## src/rtl/hazard_forward_ctrl.sv

```systemverilog
// Hazard/forwarding controller for the 5-stage core: registered EX operand-mux selects, combinational stall/flush.
// Optional macro MULDIV_STALL_EN adds a multiplier busy counter that stalls HI/LO readers.
module hazard_forward_ctrl #(
  parameter int RAW     = 5,
  parameter int SEL_W   = 2,
  parameter int CNT_W   = 16,
  parameter int MUL_LAT = 4
) (
  input  logic             CLK,
  input  logic             RST_n,
  input  logic             ID_Valid,
  input  logic [RAW-1:0]   ID_Rs,
  input  logic [RAW-1:0]   ID_Rt,
  input  logic [RAW-1:0]   ID_WriteReg,
  input  logic             ID_RegWrite,
  input  logic             ID_MemToReg,
  input  logic             ID_BranchTaken,
  input  logic             ID_MulStart,
  input  logic             ID_ReadHiLo,
  output logic [SEL_W-1:0] ForwardAE,
  output logic [SEL_W-1:0] ForwardBE,
  output logic             StallF,
  output logic             StallD,
  output logic             FlushD,
  output logic             FlushE,
  output logic [CNT_W-1:0] StallCount
);

  localparam logic [SEL_W-1:0] SEL_RF  = SEL_W'(0);
  localparam logic [SEL_W-1:0] SEL_WB  = SEL_W'(1);
  localparam logic [SEL_W-1:0] SEL_MEM = SEL_W'(2);

  logic [RAW-1:0]   ex_dst_q, ex_dst_d, mem_dst_q, wb_dst_q;
  logic             ex_rw_q, ex_rw_d, ex_ld_q, ex_ld_d, mem_rw_q, wb_rw_q;
  logic [SEL_W-1:0] fwd_a_q, fwd_a_d, fwd_b_q, fwd_b_d;
  logic [CNT_W-1:0] cnt_q, cnt_d;
  logic             lu, stall;

  assign lu = ID_Valid & ex_ld_q & ex_rw_q & (ex_dst_q != '0) &
              ((ex_dst_q == ID_Rs) | (ex_dst_q == ID_Rt));

`ifdef MULDIV_STALL_EN
  localparam int BW = $clog2(MUL_LAT + 1);
  logic [BW-1:0] busy_q, busy_d;

  assign stall = lu | ((busy_q != '0) & ID_ReadHiLo & ID_Valid);

  // A new multiply while busy restarts the full latency.
  always_comb begin
    busy_d = busy_q;
    if (ID_MulStart & ID_Valid & ~stall) busy_d = BW'(MUL_LAT);
    else if (busy_q != '0)               busy_d = busy_q - 1'b1;
  end

  always_ff @(posedge CLK) begin
    if (!RST_n) busy_q <= '0;
    else        busy_q <= busy_d;
  end

  logic unused_sig;
  assign unused_sig = ^{wb_dst_q, wb_rw_q};
`else
  assign stall = lu;

  logic unused_sig;
  assign unused_sig = ^{wb_dst_q, wb_rw_q, ID_MulStart, ID_ReadHiLo} ^ (MUL_LAT != 0);
`endif

  assign StallF     = stall;
  assign StallD     = stall;
  assign FlushE     = stall;
  assign FlushD     = ID_BranchTaken & ID_Valid & ~stall;
  assign ForwardAE  = fwd_a_q;
  assign ForwardBE  = fwd_b_q;
  assign StallCount = cnt_q;

  // Youngest producer (about to enter MEM) wins over the older one.
  function automatic logic [SEL_W-1:0] fwd_sel(input logic [RAW-1:0] s);
    if (stall || !ID_Valid || s == '0)  return SEL_RF;
    if (ex_rw_q && ex_dst_q == s)       return SEL_MEM;
    if (mem_rw_q && mem_dst_q == s)     return SEL_WB;
    return SEL_RF;
  endfunction

  always_comb begin
    fwd_a_d  = fwd_sel(ID_Rs);
    fwd_b_d  = fwd_sel(ID_Rt);
    ex_dst_d = stall ? '0   : ID_WriteReg;
    ex_rw_d  = stall ? 1'b0 : (ID_RegWrite & ID_Valid);
    ex_ld_d  = stall ? 1'b0 : (ID_MemToReg & ID_Valid);
    cnt_d    = (stall && cnt_q != '1) ? cnt_q + 1'b1 : cnt_q;
  end

  always_ff @(posedge CLK) begin
    if (!RST_n) begin
      ex_dst_q  <= '0;
      ex_rw_q   <= 1'b0;
      ex_ld_q   <= 1'b0;
      mem_dst_q <= '0;
      mem_rw_q  <= 1'b0;
      wb_dst_q  <= '0;
      wb_rw_q   <= 1'b0;
      fwd_a_q   <= SEL_RF;
      fwd_b_q   <= SEL_RF;
      cnt_q     <= '0;
    end else begin
      wb_dst_q  <= mem_dst_q;
      wb_rw_q   <= mem_rw_q;
      mem_dst_q <= ex_dst_q;
      mem_rw_q  <= ex_rw_q;
      ex_dst_q  <= ex_dst_d;
      ex_rw_q   <= ex_rw_d;
      ex_ld_q   <= ex_ld_d;
      fwd_a_q   <= fwd_a_d;
      fwd_b_q   <= fwd_b_d;
      cnt_q     <= cnt_d;
    end
  end

endmodule

```

## config.mk

```make
export PLATFORM = sky130hd
export DESIGN_NAME = hazard_forward_ctrl
export DESIGN_NICKNAME = d
export VERILOG_FILES = /design/src/rtl/hazard_forward_ctrl.sv
export SDC_FILE = /design/constraint.sdc
export NUM_CORES = 1
export LEC_CHECK = 0
export CORE_MARGIN = 1.5
export CORE_UTILIZATION = 40
export DETAILED_ROUTE_END_ITERATION = 6
export PLACE_DENSITY = 0.72
export SYNTH_ARGS = -nofsm -noshare
export SYNTH_HDL_FRONTEND = slang
export SYNTH_SLANG_ARGS = --single-unit
export TNS_END_PERCENT = 10
```

## constraint.sdc

```tcl
create_clock -name CLK -period 1.65 [get_ports CLK]
set_input_delay 0.2475 -clock CLK [delete_from_list [all_inputs] [get_ports CLK]]
set_output_delay 0.2475 -clock CLK [all_outputs]
set_load 0.03 [all_outputs]
```

==> flow_summary.ini <==
[status]
status = finished with violations
violations = setup timing

[worst_setup_path]
critPathTopFamily = simple AND/OR/NAND/NOR gates
ff2ff_setup_slack_ns = -0.28
critPathMaxFanout = 6
worstPathCellList = xor2_2 > nor3_2 > nand3_2 > a21bo_4 > buf_6 > or4_4 > a21boi_2
crit_buf_inv = 1
critPathSlowestCell = or4_4
startpoint_type = register
crit_type = register to register
worstPathArrival_ns = 2.15
regToRegStartpoint = ex_dst_q[4]$_SDFF_PP0_
endpoint_kind = register
reg2regPathDepth = 7
crit_path_max_incr_delay_ns = 0.48
r2r-end = StallCount[13]$_SDFFE_PN0P_
worstPathRequired_ns = 1.87
worstSetupStartpoint = ex_dst_q[4]$_SDFF_PP0_

[power_and_ir_drop]
power_density_mw_per_mm2 = 598.3
vdd_drop_max_mv = 0.4221
power_leakage_nw = 1.213

[drt]
viasPerCell = 5.025
dr.pass1.iters = 4
drt_wl_total_um = 4428
drt-initial-drc-count = 77
drc = 0
ant_nets = 0
vias = 1603
post_drt_wl_per_cell_um = 13.88

[final_layout]
fin_area_mm2 = 0.002681
diodes = 0
nNetsFinal = 294
drive_gt1_frac = 0.3764
syn2layout_area_growth_pct = 67.68
fillers = 302

[timing]
max_freq_ghz = 0.5173
report.final.slew_viol_count = 0
min_period_ns = 1.933
clock_skew_ns = 0.004793
worst_slew_pin_slew_ns = 0.4937
final.setup.worst_slack_ns = -0.2830
relSlewSlack = 0.6705
final.period_utilization = 1.172
finalSetupTns_ns = -3.794
hold_viol = 0
rsz0062_at_grt = yes
setup_viol_count_final = 27

[placement]
gp_congestion = 0.7925
dp_hpwl_um = 3144
io_buffers = 44
placed_area_mm2 = 0.002401
place_ws_ns = -0.6604

[yosys]
synth_area_mm2 = 0.001599
synth-edff-count = 0
avgSynthCellArea_um2 = 8.933
synth_nets = 203
ys_seq_area_frac = 0.4131
synthArstFlopShare = 0
synth-seq-cells = 33
syn_inst = 179
synthFlopType = dfxtp_1
yosys_warnings = 0
synth_cell_types = 38

[floorplan]
die_y_um = 66.23
initial_core_util = 0.4271
num_rows = 22
die_w_um = 66.23
core_area_mm2 = 0.003744
die_area_mm2 = 0.004386
ios = 47

[clock_tree]
cts.reportedPaths.clkPinSlew_ns = 0.07
numClockSinks = 33
cts_hold_buf = 0
cts_tree = done
clockBufferDepth = 2
cts_max_level = 2
cts_buffers = 5
insertion_delay_ns = 0.28
cts_root_buf = clkbuf_8

[global_routing]
grt_max_degree = 18
globalRouteTotalUtil = 0.2165
overflow = 0
antenna_found_initial = 0
grt_pass1_vias = 1657
grt_pass1_wl_um = 7176

[job]
drv_cap = 0

[min_path]
hold_end = ForwardBE[0]$_SDFF_PP0_
hp-class = register to register
whs_path_depth = 2
min_from = mem_rw_q$_SDFF_PN0_
-- layout make-up --
| type | instances | area [um^2] | share of cell area |
|---|---|---|---|
| multi-input cells | 134 | 991.0 | 0.3696 |
| repair buffers | 93 | 840.8 | 0.3136 |
| flip-flops and latches | 33 | 691.9 | 0.2580 |
| clock buffers | 6 | 72.57 | 0.02706 |
| well taps | 48 | 60.06 | 0.02240 |
| inverters | 3 | 15.01 | 0.005600 |
| clock inverters | 2 | 10.01 | 0.003733 |
-- how the worst max path moves through the flow --
stage / to / cells after the start
2_1_floorplan: StallCount[8]$_SDFFE_PN0P_ / 8
3_3_place_gp: StallCount[13]$_SDFFE_PN0P_ / 7
3_5_place_dp: StallCount[13]$_SDFFE_PN0P_ / 7
4_1_cts: FlushD / 6
5_1_grt: StallCount[13]$_SDFFE_PN0P_ / 7
6_report: StallCount[13]$_SDFFE_PN0P_ / 7
-- metal layers --
layer,vias to the layer above,GRT usage,part of all wire
met3,2,0.05281,0.045
met5,-,0,0
met1,743,0.2518,0.44
met2,41,0.3863,0.51
li1,817,-,-
met4,0,0.06888,0.0038
-- through the flow --
stage | hold WS (ns) | utilization | total power [mW] | instances
after floorplan | 0.3926 | - | 0.9126 | 179
after global placement | 0.4530 | 0.6414 | 1.019 | 303
after detailed placement | 0.4427 | 0.6414 | 1.021 | 303
after CTS | 0.4556 | 0.6915 | 1.613 | 316
after global routing | 0.4876 | 0.7162 | 1.680 | 319
final | 0.4585 | 0.7162 | 1.604 | 319
-- repair_timing --
action / CTS / global route
buffers inserted: 5 / 3
resized for setup: 33 / 21
pin swaps: 17 / 10
setup endpoints to repair: 33 / 38
-- Yosys cell counts, types with 2 or more instances --
master	number	area (um^2)
o211ai_1	4	30.03
and2_1	7	43.79
nand2_1	13	48.80
nor3b_1	2	15.01
clkbuf_1	4	15.01
nand2b_1	5	31.28
nand3_1	7	35.03
xor2_1	12	105.1
xnor2_1	9	78.83
a21boi_1	3	22.52
and3_1	10	62.56
buf_4	2	15.01
nand4_1	3	18.77
o21a_1	2	15.01
a21boi_0	4	30.03
or4_1	4	30.03
or3_1	3	18.77
o31ai_1	9	67.56
inv_1	3	11.26
dfxtp_1	33	660.6
buf_2	2	10.01
a21oi_1	3	15.01
o21ai_0	5	25.02
nor3_1	9	45.04
nor2_1	8	30.03
-- report_power, final --
group	switching (mW)	internal, mW
clock network	0.293	0.292
registers	0.0142	0.806
logic	0.0806	0.118
total	0.388	1.22
-- flip-flops by register name, indices dropped and copies added, names as in the netlist --
signal / count
StallCount: 16
ForwardAE: 2
ForwardBE: 2
ex_rw_q: 1
ex_ld_q: 1
ex_dst_q: 5
mem_rw_q: 1
mem_dst_q: 5
-- layout by cell type (no fill, tap or decap), types with 3 or more instances in the layout --
cell type / synthesis / layout
a21boi_1: 3 / 6
a21oi_1: 3 / 3
and2_1: 7 / 6
and3_1: 10 / 3
and3_4: 0 / 7
buf_4: 2 / 45
buf_6: 1 / 8
clkbuf_8: 0 / 5
clkdlybuf4s50_1: 0 / 23
dfxtp_1: 33 / 16
dfxtp_2: 0 / 13
dfxtp_4: 0 / 4
dlygate4sd2_1: 0 / 8
dlymetal6s2s_1: 0 / 9
nand2_1: 13 / 12
nand2b_1: 5 / 5
nand3_1: 7 / 6
nand4_1: 3 / 3
nor2_1: 8 / 7
nor3_1: 9 / 7
nor3_2: 1 / 3
o211ai_1: 4 / 4
o21ai_0: 5 / 3
o31ai_1: 9 / 9
or3_1: 3 / 3
xnor2_1: 9 / 9
xor2_1: 12 / 11
-- worst min-delay path: stages, from the launching register on --
cell and delay [ns]:
dfxtp_1 0.30, nand2_1 0.07, nor3_1 0.05
-- cell families (layout without fill, tap and decap cells) --
logic type,count (synthesis),count (layout),synth area share
flops,33,33,0.4131
fa+ha+maj,1,1,0.007823
simple gates,77,77,0.2692
mux,1,1,0.006260
xor+xnor,21,21,0.1150
buf+inv,12,104,0.03912
compound gates,34,34,0.1494
(Power assumes the default switching activity.)
